$ cat src/rtl/uart_rx_fifo.sv
// uart_rx_fifo: UART receiver feeding a first-word-fall-through receive FIFO.
//
// Ports:
//   clk        in   system clock, all logic on the rising edge
//   rst_n      in   synchronous active-low reset
//   rx         in   asynchronous serial line, idle high
//   ready      in   consumer takes data this cycle (ignored while empty)
//   valid      out  FIFO not empty, data holds the oldest byte
//   data       out  FIFO head, LSB-aligned, unused upper bits zero
//   count      out  FIFO occupancy, 0..FIFO_DEPTH
//   frame_err  out  one-cycle pulse, stop bit sampled low
//   parity_err out  one-cycle pulse, parity mismatch
//   overrun    out  sticky, a good byte was dropped on a full FIFO
//
// Build option: define UART_RX_FIFO_MAJORITY_EN to take every bit sample as
// the 2-of-3 majority around the sample point instead of a single sample.
//
// state    | meaning
// S_IDLE   | line idle, waiting for a falling edge
// S_START  | timing to mid start bit, rejects false starts
// S_DATA   | sampling data bits, LSB first
// S_PARITY | sampling the parity bit
// S_STOP   | sampling the stop bit, deciding push / error
// S_BREAK  | stop bit was low, waiting for the line to return high

module uart_rx_fifo #(
  parameter int CLK_HZ     = 12_000_000,
  parameter int BIT_RATE   = 9600,
  parameter int DATA_BITS  = 8,
  parameter int PARITY     = 0,
  parameter int FIFO_DEPTH = 4
) (
  input  logic                          clk,
  input  logic                          rst_n,
  input  logic                          rx,
  input  logic                          ready,
  output logic                          valid,
  output logic [7:0]                    data,
  output logic [$clog2(FIFO_DEPTH):0]   count,
  output logic                          frame_err,
  output logic                          parity_err,
  output logic                          overrun
);

  localparam int CPB   = CLK_HZ / BIT_RATE;
  localparam int HALF  = CPB / 2;
  localparam int CNT_W = $clog2(CPB + 1);
  localparam int AW    = $clog2(FIFO_DEPTH);

  localparam logic [CNT_W-1:0] CNT_FULL = CNT_W'(CPB - 1);
  localparam logic [CNT_W-1:0] CNT_HALF = CNT_W'(HALF - 1);
  localparam logic [CNT_W-1:0] CNT_ONE  = CNT_W'(1);
  localparam logic [2:0]       LAST_BIT = 3'(DATA_BITS - 1);
  localparam logic [AW:0]      DEPTH_C  = (AW + 1)'(FIFO_DEPTH);

  typedef enum logic [2:0] {
    S_IDLE, S_START, S_DATA, S_PARITY, S_STOP, S_BREAK
  } state_t;

  state_t state, state_nxt;

  logic rx_s1, rx_s2, rx_d1, rx_d2;
  logic fall, samp, tick;
  logic [CNT_W-1:0] cnt;
  logic [2:0] bit_cnt;
  logic [DATA_BITS-1:0] shreg;
  logic [7:0] byte_w;
  logic par_bad;
  logic push_q, push_nxt, ferr_nxt, perr_nxt;

  logic [7:0] mem [FIFO_DEPTH];
  logic [AW-1:0] wr_ptr, rd_ptr;
  logic pop, full, wr_en;

  // Two synchroniser flops followed by a two-deep history. The sample point is
  // rx_d1, so rx_d2 / rx_s2 are the clocks before and after it.
  always_ff @(posedge clk) begin
    if (!rst_n) begin
      rx_s1 <= 1'b1;
      rx_s2 <= 1'b1;
      rx_d1 <= 1'b1;
      rx_d2 <= 1'b1;
    end else begin
      rx_s1 <= rx;
      rx_s2 <= rx_s1;
      rx_d1 <= rx_s2;
      rx_d2 <= rx_d1;
    end
  end

  assign fall = rx_d2 & ~rx_d1;
  assign tick = (cnt == '0);

`ifdef UART_RX_FIFO_MAJORITY_EN
  assign samp = (rx_s2 & rx_d1) | (rx_s2 & rx_d2) | (rx_d1 & rx_d2);
`else
  assign samp = rx_d1;
`endif

  always_ff @(posedge clk) begin
    if (!rst_n) begin
      state      <= S_IDLE;
      push_q     <= 1'b0;
      frame_err  <= 1'b0;
      parity_err <= 1'b0;
    end else begin
      state      <= state_nxt;
      push_q     <= push_nxt;
      frame_err  <= ferr_nxt;
      parity_err <= perr_nxt;
    end
  end

  always_comb begin
    state_nxt = state;
    push_nxt  = 1'b0;
    ferr_nxt  = 1'b0;
    perr_nxt  = 1'b0;
    case (state)
      S_IDLE:   if (fall) state_nxt = S_START;
      S_START:  if (tick) state_nxt = samp ? S_IDLE : S_DATA;
      S_DATA:   if (tick && bit_cnt == LAST_BIT)
                  state_nxt = (PARITY != 0) ? S_PARITY : S_STOP;
      S_PARITY: if (tick) state_nxt = S_STOP;
      S_STOP: begin
        if (tick) begin
          if (!samp) begin
            ferr_nxt  = 1'b1;
            state_nxt = S_BREAK;
          end else if (par_bad) begin
            perr_nxt  = 1'b1;
            state_nxt = S_IDLE;
          end else begin
            push_nxt  = 1'b1;
            state_nxt = S_IDLE;
          end
        end
      end
      S_BREAK:  if (rx_d1) state_nxt = S_IDLE;
      default:  state_nxt = S_IDLE;
    endcase
  end

  // Bit timer: half a bit from the falling edge to mid start, then one full
  // bit per sample. It free-runs in S_BREAK, which is harmless.
  always_ff @(posedge clk) begin
    if (!rst_n) begin
      cnt     <= '0;
      bit_cnt <= '0;
      shreg   <= '0;
      par_bad <= 1'b0;
    end else begin
      if (state == S_IDLE) begin
        if (fall) cnt <= CNT_HALF;
      end else if (tick) begin
        cnt <= CNT_FULL;
      end else begin
        cnt <= cnt - CNT_ONE;
      end

      if (tick) begin
        case (state)
          S_START: begin
            bit_cnt <= '0;
            par_bad <= 1'b0;
          end
          S_DATA: begin
            shreg   <= {samp, shreg[DATA_BITS-1:1]};
            bit_cnt <= bit_cnt + 3'd1;
          end
          S_PARITY: par_bad <= (^{shreg, samp}) != (PARITY == 1);
          default: ;
        endcase
      end
    end
  end

  always_comb begin
    byte_w = '0;
    byte_w[DATA_BITS-1:0] = shreg;
  end

  assign pop   = valid & ready;
  assign full  = (count == DEPTH_C);
  // On a full FIFO a simultaneous pop frees the slot being written.
  assign wr_en = push_q & (~full | pop);

  always_ff @(posedge clk) begin
    if (!rst_n) begin
      wr_ptr  <= '0;
      rd_ptr  <= '0;
      count   <= '0;
      overrun <= 1'b0;
    end else begin
      if (wr_en) wr_ptr <= wr_ptr + 1'b1;
      if (pop)   rd_ptr <= rd_ptr + 1'b1;
      if (push_q & full & ~pop) overrun <= 1'b1;
      case ({wr_en, pop})
        2'b10:   count <= count + 1'b1;
        2'b01:   count <= count - 1'b1;
        default: ;
      endcase
    end
  end

  always_ff @(posedge clk) begin
    if (wr_en) mem[wr_ptr] <= byte_w;
  end

  assign valid = (count != '0);
  assign data  = valid ? mem[rd_ptr] : 8'h00;

endmodule

$ cat config.mk
export PLATFORM = sky130hd
export DESIGN_NAME = uart_rx_fifo
export DESIGN_NICKNAME = d
export VERILOG_FILES = /design/src/rtl/uart_rx_fifo.sv
export SDC_FILE = /design/constraint.sdc
export NUM_CORES = 1
export LEC_CHECK = 0
export BUFFER_PORTS_ARGS = -buffer_cell sky130_fd_sc_hd__buf_4
export CORE_MARGIN = 4
export CORE_UTILIZATION = 25
export CTS_BUF_LIST = sky130_fd_sc_hd__clkbuf_4
export DETAILED_ROUTE_END_ITERATION = 7
export GPL_TIMING_DRIVEN = 0
export MAX_ROUTING_LAYER = met4
export PLACE_DENSITY_LB_ADDON = 0.25
export SETUP_SLACK_MARGIN = 0.02
export SYNTH_ARGS = -nofsm -noshare
export SYNTH_HDL_FRONTEND = slang
export SYNTH_SLANG_ARGS = --single-unit
$ cat constraint.sdc
create_clock -name clk -period 2.2 [get_ports clk]
set_clock_uncertainty 0.2 [all_clocks]
set_input_delay 0.44 -clock clk [delete_from_list [all_inputs] [get_ports clk]]
set_output_delay 0.44 -clock clk [all_outputs]
set_load 0.01 [all_outputs]
==> results.json <==
{
  "synth_nets": 298,
  "arrival_ps": 1700,
  "synthAdderAreaFrac_pct": 3.59,
  "placedCellCount": 479,
  "maxSlewViolCount": 0,
  "synth-edff-count": 32,
  "hold_viol": 0,
  "ioPinCount": 19,
  "cts_tree": "built",
  "total_power_mw": 5.41,
  "grt.busiest_layer": "met2",
  "fp.dieW_microns": 124,
  "areaGrowthSynthToFinish_pct": 20.9,
  "ant_nets": 0,
  "fin_crit_sh_pct": 106,
  "ys_ff_latch": 75,
  "rows": 42,
  "grt_start_max_net_pins": 15,
  "layout_commonest_cell": "dfxtp_1",
  "regToRegSetupSlack_ps": 30,
  "place_area_sq_um": 3700,
  "grt-ovfl-total": 0,
  "p_leak_nw": 1.44,
  "fin_cells": 502,
  "clkTransAtPathRegs_ps": 140,
  "critPathRequiredTime_ps": 1560,
  "pwr-share-comb_pct": 46.3,
  "muxShareOfSynthArea_pct": 8.68,
  "drc_errors": 0,
  "ys.flop_type": "dfxtp_1",
  "cts_made_buffers": 9,
  "wl_per_cell_microns": 13.3,
  "worstMarginPinSlew_ps": 564,
  "io_buffers": 18,
  "met1_usage_pct": 11.7,
  "met2_usage_pct": 15.6,
  "synth-compound-area-share_pct": 9.80,
  "drtPass1Iterations": 4,
  "vias": 2202,
  "power.density_nw_per_um2": 1340,
  "syn_area_sq_um": 3350,
  "grt_use_total_pct": 9.69,
  "start_util_pct": 25.4,
  "synthCells": 285,
  "core_area_sq_um": 13200,
  "fin_crit_ps": 2340,
  "holdCritPathClass": "in2reg",
  "synth_cell_type_count": 56,
  "reg2reg_depth": 7,
  "htreeDepth": 3,
  "rsz0062_at_grt": "true",
  "p_seq_share_pct": 35.0,
  "grt_antenna_before_repair": 1,
  "fillCellCount": 1355,
  "drt_wl_total_microns": 6660,
  "switching_share_pct": 38.3,
  "status": "finished, violations left",
  "violations": "setup timing",
  "reg2reg_from": "cnt[5]$_SDFFE_PN0N_",
  "postSynthAreaPerCell_sq_um": 11.7,
  "crit_end": "data[2]",
  "grt_pass1_wl_microns": 10800,
  "clock_path_buffers": 2,
  "setup_violations": 8,
  "fin_nets": 333,
  "root_buffer": "clkbuf_4",
  "die_area_sq_um": 15300,
  "path_class": "reg2out",
  "max-cap-violations": 0,
  "fmax_mhz": 427,
  "drtIter0Drc": 100,
  "start_kind": "flip-flop",
  "cts.sinks": 75,
  "worst_slack_ps": -142,
  "p_sw_mw": 2.07,
  "synthArstFlopShare_pct": 0,
  "gp_congestion": 0.825,
  "met3_usage_pct": 2.54,
  "yosys.area_share.simple_pct": 15.9,
  "pwr-share-clk_pct": 18.6,
  "dpl.hpwl_microns": 4430,
  "relSlewSlack_pct": 62.4,
  "endpoint_kind": "output pin",
  "reg2reg_to": "state[1]$_SDFFE_PN0P_",
  "p_int_mw": 3.33,
  "drive_gt1_share_pct": 24.6,
  "final_cell_area_sq_um": 4040,
  "fp.dieH_microns": 124,
  "clock_latency_ps": 420,
  "synth_xor_xnor_area_share_pct": 3.55,
  "synth_top_family_by_area": "simple AND/OR/NAND/NOR gates",
  "yosysSeqAreaShare_pct": 54.5,
  "grt_pass1_vias": 2094,
  "drt-vias-per-instance": 4.39,
  "peakVddDrop_uv": 457,
  "yosysWarnings": 0,
  "crit_fanout": 8,
  "layout_common_cells": "dfxtp_1, edfxtp_1, nor2_1",
  "tns_ps": -976
}
==> worst max-delay path, cell delays in order (launching register included) <==
cell and delay, ps:
dfxtp_4 490, mux4_2 540, nor2b_1 140, buf_4 130
==> layout make-up <==
type | count | area (sq um) | area share [%]
Clock buffer | 10 | 75.1 | 1.86
Sequential cell | 75 | 1840 | 45.5
Tap cell | 176 | 220 | 5.45
Multi-Input combinational cell | 184 | 1460 | 36.2
Inverter | 10 | 37.5 | 0.928
Timing Repair Buffer | 26 | 218 | 5.38
Buffer | 14 | 92.6 | 2.29
Clock inverter | 6 | 96.3 | 2.38
Antenna cell | 1 | 2.50 | 0.0619
==> power groups by stage <==
stage	Combinational, mW	Clock, mW	Sequential, mW
after floorplan	1.58	0	1.79
after global placement	2.16	0	1.81
after detailed placement	2.17	0	1.82
after CTS	2.31	1.05	1.87
after global routing	2.75	1.11	1.93
final	2.51	1.01	1.89
==> flip-flops by register name (all words and copies together), names as in the netlist, 2 cells and up, named ones only <==
signal / cells
wr_ptr: 2
state: 3
rd_ptr: 2
bit_cnt: 3
cnt: 11
count: 3
mem: 32
byte_w: 8
==> repair_timing <==
| item | CTS | global route |
|---|---|---|
| hold buffers | 1 | 0 |
| setup endpoints to repair | 13 | 28 |
| resized for setup | 13 | 13 |
| pin swaps | 3 | 5 |
| cloned | 0 | 1 |
| buffers inserted | 2 | 4 |
| hold endpoints to repair | 1 | 0 |
==> metrics by stage <==
step                setup slack [ps]  hold WS, ps  utilization [%]
CTS                             -189          147             29.9
detailed placement              -306          191             28.1
global route                    -233          166             30.7
floorplan                       95.0          186                -
global placement                -274          192             28.1
finish                          -142          198             30.7
==> cell usage after synthesis, drive strengths merged (3+ instances only) <==
library cell  number  area, sq um
ha                 8          100
nand2b             6         37.5
dfxtp             43          861
mux2i             11          110
inv               10         37.5
nor2b             11         68.8
nand3              3         20.0
a311oi             3         26.3
nor2              30          113
a22oi              3         22.5
nor4               4         55.1
buf                7         58.8
or3                3         20.0
nand2              9         33.8
nor3               9         50.1
o31ai              4         30.0
and2               6         37.5
mux4               8          180
o21ai              8         40.0
edfxtp            32          961
a31oi              3         25.0
a211oi             3         22.5
xnor2              9         78.8
clkbuf             9         37.5
a21oi             18         90.1
and3               3         20.0
==> per-layer routing <==
layer  vias to the layer above  part of all wire [%]
li1                       1108                     -
met1                      1061                    46
met2                        27                    49
met3                         6                   3.6
met4                         0                   1.3
met5                         -                     0
==> worst min path at each step <==
stage	startpoint	end	depth (start not counted)
after detailed placement	rx_s2$_SDFF_PN1_	rx_d1$_SDFF_PN1_	1
after floorplan	rx_s2$_SDFF_PN1_	rx_d1$_SDFF_PN1_	1
after global placement	rx_s2$_SDFF_PN1_	rx_d1$_SDFF_PN1_	1
after global routing	ready	overrun$_SDFFE_PN0P_	4
after CTS	ready	overrun$_SDFFE_PN0P_	4
final	rst_n	frame_err$_SDFF_PN0_	4
==> kinds of logic (layout without fill, tap and decap cells) <==
| group | after synthesis | count (layout) |
|---|---|---|
| and+or+nand+nor | 94 | 94 |
| DFF | 75 | 75 |
| adders and majority gates | 9 | 9 |
| xor gates and xnor gates | 12 | 12 |
| AOI/OAI and AO/OA | 50 | 50 |
| other | 0 | 1 |
| buffers and inverters | 26 | 66 |
| muxes | 19 | 19 |
Note: power is estimated with default switching activity, not from simulation.
